===== src/rtl/coreid_reader_if.sv =====
// ZX-Uno register-read bus between the core-ID reader (master) and the
// core-ID string responder (slave).
interface coreid_reader_if;
    logic [7:0] zxuno_addr;
    logic       zxuno_regrd;
    logic       regaddr_changed;
    logic [7:0] din;
    logic       oe_n;

    modport master (
        output zxuno_addr,
        output zxuno_regrd,
        output regaddr_changed,
        input  din,
        input  oe_n
    );

    modport slave (
        input  zxuno_addr,
        input  zxuno_regrd,
        input  regaddr_changed,
        output din,
        output oe_n
    );
endinterface


===== src/rtl/coreid_reader.sv =====
// Reads the core-ID string from the ZX-Uno responder into a 16-byte buffer.
// Optional macro COREID_READER_TIMEOUT_EN: flag a missing responder via oe_n.
module coreid_reader #(
    parameter logic [7:0] REG_ADDR   = 8'hFF,
    parameter int         MAX_LEN    = 16,
    parameter int         RD_CYCLES  = 2,
    parameter int         GAP_CYCLES = 2
) (
    input  logic                  clk,
    input  logic                  rst_n,
    input  logic                  start,
    coreid_reader_if.master       bus,
    output logic                  busy,
    output logic                  done,
    output logic                  error,
    output logic [4:0]            len,
    input  logic [3:0]            rd_idx,
    output logic [7:0]            rd_char
);

    typedef enum logic [2:0] {
        ST_IDLE   = 3'd0,
        ST_SELECT = 3'd1,
        ST_READ   = 3'd2,
        ST_GAP    = 3'd3,
        ST_DONE   = 3'd4
    } state_t;

    localparam logic [7:0] RD_LAST  = 8'(RD_CYCLES - 1);
    localparam logic [7:0] GAP_LAST = 8'(GAP_CYCLES - 1);
    localparam logic [4:0] MAX_LEN5 = 5'(MAX_LEN);

    state_t       state_r;
    state_t       state_nxt_s;
    logic [7:0]   phase_r;
    logic [4:0]   cnt_r;
    logic [4:0]   len_r;
    logic         term_r;
    logic         busy_r;
    logic         done_r;
    logic [7:0]   addr_r;
    logic         regrd_r;
    logic         sel_r;
    logic [7:0]   char_mem_r [16];

    logic         start_ok_s;
    logic         last_rd_s;
    logic         last_gap_s;
    logic         finish_s;
    logic         capture_s;
    logic         stop_s;
    logic         absent_s;

    assign start_ok_s = ((state_r == ST_IDLE) || (state_r == ST_DONE)) && start;
    assign last_rd_s  = (state_r == ST_READ) && (phase_r == RD_LAST);
    assign last_gap_s = (state_r == ST_GAP)  && (phase_r == GAP_LAST);
    assign finish_s   = last_gap_s && (term_r || (len_r == MAX_LEN5));

`ifdef COREID_READER_TIMEOUT_EN
    logic         err_r;
    assign absent_s  = last_rd_s && bus.oe_n;
    assign capture_s = last_rd_s && !bus.oe_n && (bus.din != 8'h00);
    assign stop_s    = last_rd_s && (bus.oe_n || (bus.din == 8'h00));
    assign error     = err_r;

    // Error flag: set when nobody drives the bus, cleared by a new scan.
    always_ff @(posedge clk or negedge rst_n) begin
        if (!rst_n) begin
            err_r <= 1'b0;
        end else if (start_ok_s) begin
            err_r <= 1'b0;
        end else if (absent_s) begin
            err_r <= 1'b1;
        end else begin
            err_r <= err_r;
        end
    end
`else
    logic         unused_oe_n_s;
    assign unused_oe_n_s = bus.oe_n;
    assign absent_s      = 1'b0;
    assign capture_s     = last_rd_s && (bus.din != 8'h00);
    assign stop_s        = last_rd_s && (bus.din == 8'h00);
    assign error         = 1'b0;
`endif

    // Next-state decode.
    always_comb begin
        state_nxt_s = state_r;
        case (state_r)
            ST_IDLE, ST_DONE: begin
                if (start) begin
                    state_nxt_s = ST_SELECT;
                end else begin
                    state_nxt_s = state_r;
                end
            end
            ST_SELECT: state_nxt_s = ST_READ;
            ST_READ: begin
                if (last_rd_s) begin
                    state_nxt_s = ST_GAP;
                end else begin
                    state_nxt_s = ST_READ;
                end
            end
            ST_GAP: begin
                if (finish_s) begin
                    state_nxt_s = ST_DONE;
                end else if (last_gap_s) begin
                    state_nxt_s = ST_READ;
                end else begin
                    state_nxt_s = ST_GAP;
                end
            end
            default: state_nxt_s = ST_IDLE;
        endcase
    end

    // State, phase counter and bus outputs, registered from the next state.
    always_ff @(posedge clk or negedge rst_n) begin
        if (!rst_n) begin
            state_r <= ST_IDLE;
            phase_r <= 8'd0;
            addr_r  <= 8'h00;
            regrd_r <= 1'b0;
            sel_r   <= 1'b0;
        end else begin
            state_r <= state_nxt_s;
            if ((state_nxt_s == state_r) &&
                ((state_r == ST_READ) || (state_r == ST_GAP))) begin
                phase_r <= phase_r + 8'd1;
            end else begin
                phase_r <= 8'd0;
            end
            addr_r  <= ((state_nxt_s == ST_SELECT) || (state_nxt_s == ST_READ) ||
                        (state_nxt_s == ST_GAP)) ? REG_ADDR : 8'h00;
            regrd_r <= (state_nxt_s == ST_READ);
            sel_r   <= (state_nxt_s == ST_SELECT);
        end
    end

    // Scan bookkeeping: character counter, length, terminate flag, status.
    always_ff @(posedge clk or negedge rst_n) begin
        if (!rst_n) begin
            cnt_r  <= 5'd0;
            len_r  <= 5'd0;
            term_r <= 1'b0;
            busy_r <= 1'b0;
            done_r <= 1'b0;
        end else if (start_ok_s) begin
            cnt_r  <= 5'd0;
            len_r  <= 5'd0;
            term_r <= 1'b0;
            busy_r <= 1'b1;
            done_r <= 1'b0;
        end else if (capture_s) begin
            len_r  <= cnt_r + 5'd1;
        end else if (stop_s || absent_s) begin
            term_r <= 1'b1;
        end else if (finish_s) begin
            busy_r <= 1'b0;
            done_r <= 1'b1;
        end else if (last_gap_s) begin
            cnt_r  <= cnt_r + 5'd1;
        end else begin
            cnt_r  <= cnt_r;
        end
    end

    // Character buffer; contents survive reset since len gates every read.
    always_ff @(posedge clk) begin
        if (capture_s) begin
            char_mem_r[cnt_r[3:0]] <= bus.din;
        end else begin
            char_mem_r[cnt_r[3:0]] <= char_mem_r[cnt_r[3:0]];
        end
    end

    assign bus.zxuno_addr      = addr_r;
    assign bus.zxuno_regrd     = regrd_r;
    assign bus.regaddr_changed = sel_r;
    assign busy                = busy_r;
    assign done                = done_r;
    assign len                 = len_r;
    assign rd_char             = ({1'b0, rd_idx} < len_r) ? char_mem_r[rd_idx] : 8'h00;

endmodule


===== src/flat_wrapper.sv =====
// flat-port wrapper written by rule: the top's interface ports become plain ports
module coreid_reader_flat 
#(
    parameter logic [7:0] REG_ADDR   = 8'hFF,
    parameter int         MAX_LEN    = 16,
    parameter int         RD_CYCLES  = 2,
    parameter int         GAP_CYCLES = 2
)
  (clk, rst_n, start, busy, done, error, len, rd_idx, rd_char, bus_zxuno_addr, bus_zxuno_regrd, bus_regaddr_changed, bus_din, bus_oe_n);
  coreid_reader_if bus_i ();
  input  logic clk;
  input  logic rst_n;
  input  logic start;
  output logic busy;
  output logic done;
  output logic error;
  output logic [4:0] len;
  input  logic [3:0] rd_idx;
  output logic [7:0] rd_char;
  output wire logic [$bits(bus_i.zxuno_addr)-1:0] bus_zxuno_addr;
  output wire logic [$bits(bus_i.zxuno_regrd)-1:0] bus_zxuno_regrd;
  output wire logic [$bits(bus_i.regaddr_changed)-1:0] bus_regaddr_changed;
  input wire logic [$bits(bus_i.din)-1:0] bus_din;
  input wire logic [$bits(bus_i.oe_n)-1:0] bus_oe_n;
  assign bus_zxuno_addr = bus_i.zxuno_addr;
  assign bus_zxuno_regrd = bus_i.zxuno_regrd;
  assign bus_regaddr_changed = bus_i.regaddr_changed;
  assign bus_i.din = bus_din;
  assign bus_i.oe_n = bus_oe_n;
  coreid_reader #(.REG_ADDR(REG_ADDR), .MAX_LEN(MAX_LEN), .RD_CYCLES(RD_CYCLES), .GAP_CYCLES(GAP_CYCLES)) u_core (.clk(clk), .rst_n(rst_n), .start(start), .bus(bus_i), .busy(busy), .done(done), .error(error), .len(len), .rd_idx(rd_idx), .rd_char(rd_char));
endmodule

===== config.mk =====
export PLATFORM = sky130hd
export DESIGN_NAME = coreid_reader_flat
export DESIGN_NICKNAME = d
export VERILOG_FILES = /design/src/rtl/coreid_reader_if.sv /design/src/rtl/coreid_reader.sv /design/src/flat_wrapper.sv
export SDC_FILE = /design/constraint.sdc
export NUM_CORES = 1
export LEC_CHECK = 0
export CORE_ASPECT_RATIO = 0.7
export CORE_MARGIN = 3
export CORE_UTILIZATION = 60
export DETAILED_ROUTE_END_ITERATION = 16
export PLACE_DENSITY = 0.81
export SKIP_CTS_REPAIR_TIMING = 1
export SLEW_MARGIN = 20
export SYNTH_ARGS = -nofsm -noshare
export SYNTH_HDL_FRONTEND = slang
export SYNTH_SLANG_ARGS = --single-unit

===== constraint.sdc =====
create_clock -name clk -period 3.13 [get_ports clk]
set_input_delay 0.313 -clock clk [delete_from_list [all_inputs] [get_ports clk]]
set_output_delay 0.313 -clock clk [all_outputs]
set_load 0.03 [all_outputs]

# Word level (Yosys, flattened, before mapping)
# Memories as Yosys holds them, arrays and structs flattened.
# Cells that the tools add are included.
dict set report op_classes {
  n_mul 0
  shift 0
  n_reduce_logical 24
  n_div 0
  n_eq_ne 14
  add_sub_neg 2
  n_bitwise 1
  magnitude_cmp 1
  mux 30
}
# operator count
set ops {}
lappend ops {{$mux 5} 7}
lappend ops {{$mux 8} 4}
lappend ops {{$mux 1} 16}
lappend ops {{$eq 3x2->1 const B} 4}
lappend ops {{$pmux 3 s4} 1}
lappend ops {{$add 8x1->8 const B} 1}
lappend ops {{$eq 8x1->1 const B} 1}
lappend ops {{$logic_not 8->1} 1}
lappend ops {{$reduce_bool 2->1} 4}
lappend ops {{$reduce_bool 8->1} 1}
lappend ops {{$logic_and 1x1->1} 7}
lappend ops {{$eq 3x1->1 const B} 2}
lappend ops {{$mux 3} 2}
lappend ops {{$ne 2x1->1 const B} 3}
lappend ops {{$add 5x1->5 const B} 1}
lappend ops {{$eq 5x5->1 const B} 1}
lappend ops {{$logic_or 1x1->1} 5}
lappend ops {{$lt 4x5->1} 1}
lappend ops {{$reduce_and 2->1} 2}
lappend ops {{$reduce_and 4->1} 1}
lappend ops {{$eq 3x3->1} 1}
lappend ops {{$eq 3x3->1 const B} 1}
lappend ops {{$logic_not 3->1} 1}
lappend ops {{$reduce_and 3->1} 1}
lappend ops {{other kinds (3)} 3}
dict set report word_totals {
  wordCells 83
  ram_bits 128
  rom_bits 0
  ff_bits 34
  latch_bits 0
  memories 1
  input_bits 16
}
# memory depth word_bits read_ports rd_clocked_by_memory_dff write_ports line
set memory_table {}
lappend memory_table {u_core.char_mem_r 16 8 1 0 1 coreid_reader.sv:44} ;# logic [7:0] char_mem_r [16];

# Longest topological paths before layout
# Gate-level depths: netlist (run 1).
dict set report depth {
  word_depth 9
  ltp_mapped 7
  depth_no_buf 6
}

# Worst setup path after synthesis (run 1)
# No wires, ideal clock.
dict set report synth_timing {
  kind {flip-flop to output port}
  startpoint {register u_core.len_r[1] (netlist: u_core.len[1])}
  endpoint {output rd_char[0]}
  arrival_ns 1.898
  setup_slack_ns 0.919
  path_stages_with_launch 6
  path_buffers 0
  required_ns 2.817
  cell_sequence {dfrtp_1 -> inv_1 -> ha_1 -> a21o_1 -> a211o_1 -> a21oi_1}
}
dict set report synth_between {
  elab_chain_len 2
}
# element line
set synth_rtl {}
lappend synth_rtl {{start, declared} coreid_reader.sv:37} ;# logic [4:0] len_r;
lappend synth_rtl {{start signal, assigned} coreid_reader.sv:157} ;# len_r <= cnt_r + 5'd1;
lappend synth_rtl {{$lt 4x5->1} coreid_reader.sv:185} ;# assign rd_char = ({1'b0, rd_idx} < len_r) ? char_mem_r[rd_idx] : 8'h00;
lappend synth_rtl {{$mux 8} coreid_reader.sv:185}
lappend synth_rtl {{end, declared} flat_wrapper.sv:19} ;# output logic [7:0] rd_char;
# No other way between the ends.

# Worst setup path in the final report (run 1)
dict set report layout_timing {
  startpoint {register u_core.phase_r[1]}
  endpoint {memory u_core.char_mem_r[12][7], enable pin}
}
dict set report layout_between {
  elab_chain_len 6
  elab_cells_between_ends 8
}
# element line
set layout_rtl {}
lappend layout_rtl {{start, declared} coreid_reader.sv:35} ;# logic [7:0] phase_r;
lappend layout_rtl {{start signal, assigned} coreid_reader.sv:131} ;# phase_r <= phase_r + 8'd1;
lappend layout_rtl {{$eq 8x1->1 (*)} coreid_reader.sv:55} ;# assign last_rd_s = (state_r == ST_READ) && (phase_r == RD_LAST);
lappend layout_rtl {{$logic_and 1x1->1 (*)} coreid_reader.sv:55}
lappend layout_rtl {{$logic_and 1x1->1 (*)} coreid_reader.sv:82} ;# assign capture_s = last_rd_s && (bus.din != 8'h00);
lappend layout_rtl {{$mux 1, on equally long branches} {coreid_reader.sv:172, coreid_reader.sv:175}}
lappend layout_rtl {{$mux 1 (not written as such) or $reduce_and 2->1 (tied branches)} n/a}
lappend layout_rtl {{$or 1x1->1 (no line) (*)} n/a}
lappend layout_rtl {{end, declared} coreid_reader.sv:44}
# Every way passes the cells marked *; elsewhere a longest branch is shown, timed or not.

==> flow_metrics.py, run 1 <==
metrics = {
    "sta": {
        "finalMaxSlewViolations": 0,
        "hold_viol_final": 0,
        "rsz0062_at_grt": "no",
        "worst_slew_pin_slew_ns": 0.8179,
        "fin_crit_ns": 2.857,
        "slew_headroom_pct": 45.27,
        "finalSetupTns_ns": 0,
        "clock_skew_ns": 0.007505,
        "period_share_pct": 91.29,
        "finalSetupViolCount": 0,
        "fmaxAchievable_mhz": 350.0,
    },
    "pwr": {
        "ir_drop_v": 0.0004732,
        "fin_total_pwr_mw": 6.094,
        "cellLeakagePower_nw": 2.799,
        "p_per_area_mw_per_mm2": 789.8,
    },
    "cells_and_area": {
        "finish.utilization_pct": 73.40,
        "final_nets": 452,
        "fin_cells": 588,
        "syn_to_final_growth_pct": 17.45,
        "nFillCells": 641,
        "diodes": 0,
        "regArea_sq_mm": 0.004519,
        "multi_input_area_sq_mm": 0.001871,
        "fin_area_sq_mm": 0.007715,
        "drive_gt1_share_pct": 24.32,
    },
    "placement": {
        "place_congestion": 0.8118,
        "dpl_cell_area_sq_mm": 0.007103,
        "dp.cells": 556,
        "hpwl_mm": 8.808,
        "placement.io_buffers": 39,
    },
    "cts": {
        "cts_tree": "yes",
        "clk_latency_ns": 0.42,
        "htree_levels": 4,
        "cts-root-buf": "clkbuf_16",
        "cts_made_buffers": 17,
        "cts_sinks": 155,
        "clockBufferDepth": 2,
        "path_clk_slew_ns": 0.06,
    },
    "synth": {
        "synthFlopType": "edfxtp_1",
        "syn_area_sq_mm": 0.006569,
        "synth.avg_cell_area_sq_um": 17.47,
        "seq_area_frac_synth_pct": 68.80,
        "syn-num-nets": 401,
        "ys_ff_latch": 155,
        "synth_edf_count": 128,
        "async_reset_ff_share_pct": 17.42,
        "yosysUniqueCellTypes": 50,
        "ys_warn_count": 0,
        "netlist_instances": 376,
    },
    "route": {
        "wire_per_inst_microns": 22.49,
        "ant_nets": 0,
        "dr.pass1.iters": 5,
        "drt_iter0_markers": 447,
        "drc_errors": 0,
        "vias_per_cell": 6.094,
        "num_vias": 3583,
        "wl_mm": 13.22,
    },
    "global_routing": {
        "grt_use_total_pct": 23.32,
        "grt_util_met2_pct": 34.16,
        "first_global_vias": 3615,
        "met1_usage_pct": 34.44,
        "grt-ovfl-total": 0,
        "grt_max_degree": 28,
        "busiest_layer": "met1",
        "antenna_found_initial": 0,
        "grtUsageMet3_pct": 6.792,
        "grt_pass1_wl_mm": 20.15,
    },
    "critical_path": {
        "start_kind": "register",
        "critPathMaxFanout": 19,
        "cp.arrival_ns": 2.91,
        "worstSetupPathType": "register to register",
        "cp.required_ns": 3.18,
        "end_kind": "register",
        "rrSetupSlack_ns": 0.27,
    },
    "run": {
        "drv_cap": 0,
    },
    "floorplanning": {
        "coreArea_sq_mm": 0.01051,
        "io_pins": 42,
        "fp.dieW_microns": 131.1,
        "fp.dieH_microns": 93.54,
        "row_count": 31,
        "start_util_pct": 62.49,
        "dieArea_sq_mm": 0.01226,
    },
    "worst_hold_path": {
        "hp-class": "input pin to async pin",
    },
    "run_status": {
        "status": "finished, final reports clean",
    },
}
-- synthesized netlist by cell type, drive strengths merged (7+ instances only) --
master,number,area [sq um]
dfrtp,27,675.7
nor2,15,58.81
and3,18,115.1
nand3,11,55.05
ha,9,112.6
buf,21,140.1
inv,8,30.03
mux2,8,90.09
nand2,8,30.03
a21oi,19,95.09
xor2,7,61.31
mux2i,17,170.2
edfxtp,128,3844
mux4,32,720.7
-- placed cells by master (no fill, tap or decap), drive strengths merged, types with 2 or more instances in the layout --
master / Yosys / layout
or4: 2 / 2
a21o: 2 / 2
nand2: 8 / 8
xor2: 7 / 7
o21a: 2 / 2
nor2: 15 / 15
mux4: 32 / 32
o31ai: 2 / 2
dfrtp: 27 / 27
clkbuf: 2 / 17
and2: 3 / 3
mux2: 8 / 8
ha: 9 / 9
nor3: 4 / 4
a211oi: 4 / 4
inv: 8 / 14
xnor2: 3 / 3
edfxtp: 128 / 128
nor4: 2 / 2
nor2b: 2 / 2
bufinv: 0 / 3
mux2i: 17 / 17
nand3: 11 / 11
clkdlybuf4s50: 0 / 30
a21oi: 19 / 19
clkinv: 0 / 6
and3: 18 / 18
buf: 21 / 25
o21ai: 4 / 4
-- worst max-delay path: stages (launching register included) --
cell and delay [ns]:
dfrtp_1 0.44, inv_1 0.10, ha_1 0.14, nor4b_4 0.42, nand3_1 0.25, nor2_2 0.53, and3_1 0.61
-- per-stage QoR --
stage / setup WS [ns] / hold WS, ns
after detailed placement: 0.3734 / 0.4806
after CTS: 0.3358 / 0.2642
after global placement: 0.5325 / 0.4752
final: 0.2727 / 0.2581
after global routing: 0.1602 / 0.2906
after floorplan: 0.9193 / 0.01741
-- cell type report --
cell class                 instances  share of cell area [%]
sequential                       155                   58.58
multi-input combinational        190                   24.25
timing repair buffer              55                   6.455
clock buffer                      17                   5.514
clock inverter                    15                   2.416
tap                              148                   2.400
inverter                           8                  0.3892
-- logic make-up after synthesis --
family / after synthesis / synth area share [%]
AOI/OAI and AO/OA: 40 / 3.790
DFF: 155 / 68.80
adders and majority gates: 9 / 1.714
and+or+nand+nor: 73 / 6.648
other: 1 / 0.05709
xor gates and xnor gates: 10 / 1.333
muxes: 57 / 14.93
buffers and inverters: 31 / 2.724
-- sequential cells by signal, indices dropped and copies added (netlist names) --
name                        cells
u_core.cnt_r                    5
u_core.state_r                  3
u_core.done                     1
u_core.term_r                   1
u_core.len                      5
u_core.bus.zxuno_regrd          1
u_core.bus.zxuno_addr           1
u_core.bus.regaddr_changed      1
u_core.busy                     1
u_core.char_mem_r             128
u_core.phase_r                  8
-- per-layer routing --
metal  vias to the layer above  part of all wire, %  wire (microns)
met5                         -                    0               0
met1                      1832                   45            5919
li1                       1598                    -               -
met3                         9                  7.2             947
met2                       144                   47            6253
met4                         0                 0.79             104
-- report_power, final --
group	leakage [nW]	internal [mW]	switching, mW
logic	1.01	0.538	0.852
registers	1.48	2.41	0.182
clock network	0.301	1.27	0.846
-- path summary, 6_finish.rpt --
| path | start | cells past startpoint | end |
|---|---|---|---|
| setup / recovery | u_core.phase_r[1] | 6 | u_core.char_mem_r[12][7] |
| hold / removal | rst_n | 2 | u_core.state_r[1] |
| setup reg to reg | u_core.phase_r[1] | 6 | u_core.char_mem_r[12][7] |
| hold reg to reg | u_core.done | 1 | u_core.done |
| max in group asynchronous | rst_n | 2 | u_core.phase_r[2] |
| min in group clk | u_core.done | 1 | u_core.done |
Note: power is estimated with default switching activity, not from simulation.
==> inputs of run 2 (changes only) <==
--- a/config.mk
+++ b/config.mk
@@ -5,11 +5,11 @@
 export SDC_FILE = /design/constraint.sdc
 export NUM_CORES = 1
 export LEC_CHECK = 0
-export CORE_ASPECT_RATIO = 0.7
+export CAP_MARGIN = 20
 export CORE_MARGIN = 3
 export CORE_UTILIZATION = 60
 export DETAILED_ROUTE_END_ITERATION = 16
-export PLACE_DENSITY = 0.81
+export PLACE_DENSITY = 0.91
 export SKIP_CTS_REPAIR_TIMING = 1
 export SLEW_MARGIN = 20
 export SYNTH_ARGS = -nofsm -noshare
==> run 2 against run 1 <==
- count of clock-buffer cells in the layout grew 1
- critical endpoint is now u_core.char_mem_r[1][6]
- sequential power is essentially flat
- routed wire length grew 2.6%
- setup slack gained 0.18 ns
- non-clock buffer count is the same
- die area shrank 0.17%
- utilization shrank 0.43 points
- first-iteration DRC count shrank 32%
- final area shrank 1.1%
- largest cell class unchanged
- register-to-register slack gained 0.18 ns
==> flow_metrics.py, run 2 (synthesis gave the netlist of run 1 again) <==
metrics = {
    "run_status": {
        "status": "finished, final reports clean",
    },
    "cts": {
        "path_clk_slew_ns": 0.07,
        "cts_made_buffers": 17,
        "cts-root-buf": "clkbuf_8",
        "clk_latency_ns": 0.52,
        "cts_sinks": 155,
        "cts_tree": "yes",
        "htree_levels": 4,
        "clockBufferDepth": 2,
    },
    "critical_path": {
        "r2r_cells": 6,
        "critPathMaxFanout": 19,
        "cpLargestDelayFamily": "simple AND/OR/NAND/NOR gates",
        "timing.rr.start": "u_core.phase_r[1]",
        "cp.arrival_ns": 2.84,
        "max_stage_delay_ns": 0.58,
        "r2r-end": "u_core.char_mem_r[1][6]",
        "slowest_stage": "and3_1",
        "crit_buf_inv": 1,
        "end_kind": "register",
        "start_kind": "register",
        "path_cells": "inv_1 -> ha_1 -> nor4b_4 -> nand3_1 -> nor2_2 -> and3_1",
        "cp.required_ns": 3.29,
        "worstSetupPathType": "register to register",
        "cp.depth": 6,
        "rrSetupSlack_ns": 0.45,
    },
    "placement": {
        "hpwl_mm": 8.697,
        "place_congestion": 0.8153,
        "dp.cells": 544,
        "pre_cts_ws_ns": 0.4569,
        "placement.io_buffers": 39,
    },
    "cells_and_area": {
        "drive_gt1_share_pct": 24.32,
        "final_common_cell": "edfxtp_1",
        "largest_reg_flops": 128,
        "syn_to_final_growth_pct": 16.21,
        "diodes": 0,
        "layout_common_cells": "edfxtp_1 (128), mux4_2 (32), clkdlybuf4s50_1 (30), dfrtp_1 (27), buf_4 (23)",
        "fin_cells": 576,
        "final_nets": 452,
    },
    "sta": {
        "finalSetupTns_ns": 0,
        "clock_skew_ns": 0.006758,
        "hold_viol_final": 0,
        "worst_slew_pin_slew_ns": 0.6658,
        "slew_headroom_pct": 55.45,
        "period_share_pct": 85.58,
        "fin_crit_ns": 2.679,
        "rsz0062_at_grt": "no",
        "final.setup.worst_slack_ns": 0.4512,
        "finalSetupViolCount": 0,
        "fmaxAchievable_mhz": 373.3,
        "finalMaxSlewViolations": 0,
    },
    "floorplanning": {
        "start_util_pct": 62.78,
        "dieArea_sq_mm": 0.01224,
        "coreArea_sq_mm": 0.01046,
        "io_pins": 42,
        "fp.dieW_microns": 110.6,
        "row_count": 37,
        "fp.dieH_microns": 110.6,
    },
    "pwr": {
        "seqPwrFrac_pct": 44.3,
        "p_int_mw": 3.955,
        "ir_drop_v": 0.0005597,
        "p_per_area_mw_per_mm2": 767.3,
        "cellLeakagePower_nw": 2.761,
        "switching_share_pct": 32.49,
        "p_clk_share_pct": 32.0,
        "p_switching_mw": 1.903,
        "combPwrFrac_pct": 23.6,
    },
    "run": {
        "drv_cap": 0,
    },
    "worst_hold_path": {
        "hp-class": "input pin to async pin",
    },
    "global_routing": {
        "grt_max_degree": 28,
        "grt-ovfl-total": 0,
        "antenna_found_initial": 0,
        "first_global_vias": 3856,
        "grt_pass1_wl_mm": 21.71,
        "grt_use_total_pct": 23.61,
    },
    "route": {
        "wire_per_inst_microns": 23.57,
        "wl_met2_mm": 7.196,
        "vias_per_cell": 6.378,
        "drt_iter0_markers": 302,
        "dr.pass1.iters": 6,
        "wl_mm": 13.57,
        "routed-wl-met3_microns": 840,
        "ant_nets": 0,
        "drt-met1-wl_mm": 5.083,
        "topRoutingLayerUsed": "met4",
        "drc_errors": 0,
        "num_vias": 3674,
    },
}
==> run 2: changes by cell type in the layout (fill, tap and decap cells not counted) <==
cell / change
bufinv_16: -3
clkbuf_1: +1
clkbuf_16: -1
clkbuf_8: +1
clkinv_1: -1
clkinv_4: -3
clkinvlp_4: +3
inv_6: -2
inv_8: +5
==> run 2: per-layer routing <==
layer  global-route usage (%)  up-vias
li1                         -     1586
met1                    29.63     1870
met2                    39.72      181
met3                    4.986       37
met4                    10.76        0
met5                        0        -
==> run 2: worst max-delay path by stage <==
stage                            startpoint                        to  slack [ns]
after floorplan               u_core.len[1]                rd_char[0]        0.92
after global placement           bus_din[3]   u_core.char_mem_r[8][1]        0.59
after detailed placement         bus_din[1]  u_core.char_mem_r[11][1]        0.46
after CTS                 u_core.phase_r[1]  u_core.char_mem_r[11][5]        0.45
after global routing      u_core.phase_r[1]  u_core.char_mem_r[11][6]        0.25
final                     u_core.phase_r[1]   u_core.char_mem_r[1][6]        0.45
==> run 2: per-stage QoR <==
stage / instance area, sq um / hold slack (ns) / utilization [%] / power, mW
floorplan: 6569 / 0.01741 / - / 3.528
global placement: 7088 / 0.4779 / 67.75 / 3.904
detailed placement: 7088 / 0.4786 / 67.75 / 3.994
CTS: 7634 / 0.1493 / 72.96 / 5.877
global route: 7634 / 0.1711 / 72.96 / 6.098
finish: 7634 / 0.1583 / 72.96 / 5.857
==> run 2: cell type report <==
| cell class | instances | area (sq um) |
|---|---|---|
| Clock buffer | 18 | 417.9 |
| Sequential cell | 155 | 4519 |
| Timing Repair Buffer | 55 | 498.0 |
| Fill cell | 619 | 2829 |
| Tap cell | 136 | 170.2 |
| Clock inverter | 14 | 127.6 |
| Multi-Input combinational cell | 190 | 1871 |
| Inverter | 8 | 30.03 |
==> run 2: power groups by stage <==
stage / Clock (mW) / Combinational [mW] / Sequential (mW)
after floorplan: 0 / 0.874 / 2.65
after global placement: 0 / 1.29 / 2.61
after detailed placement: 0 / 1.37 / 2.63
after CTS: 1.90 / 1.38 / 2.59
after global routing: 1.99 / 1.49 / 2.62
final: 1.88 / 1.39 / 2.60
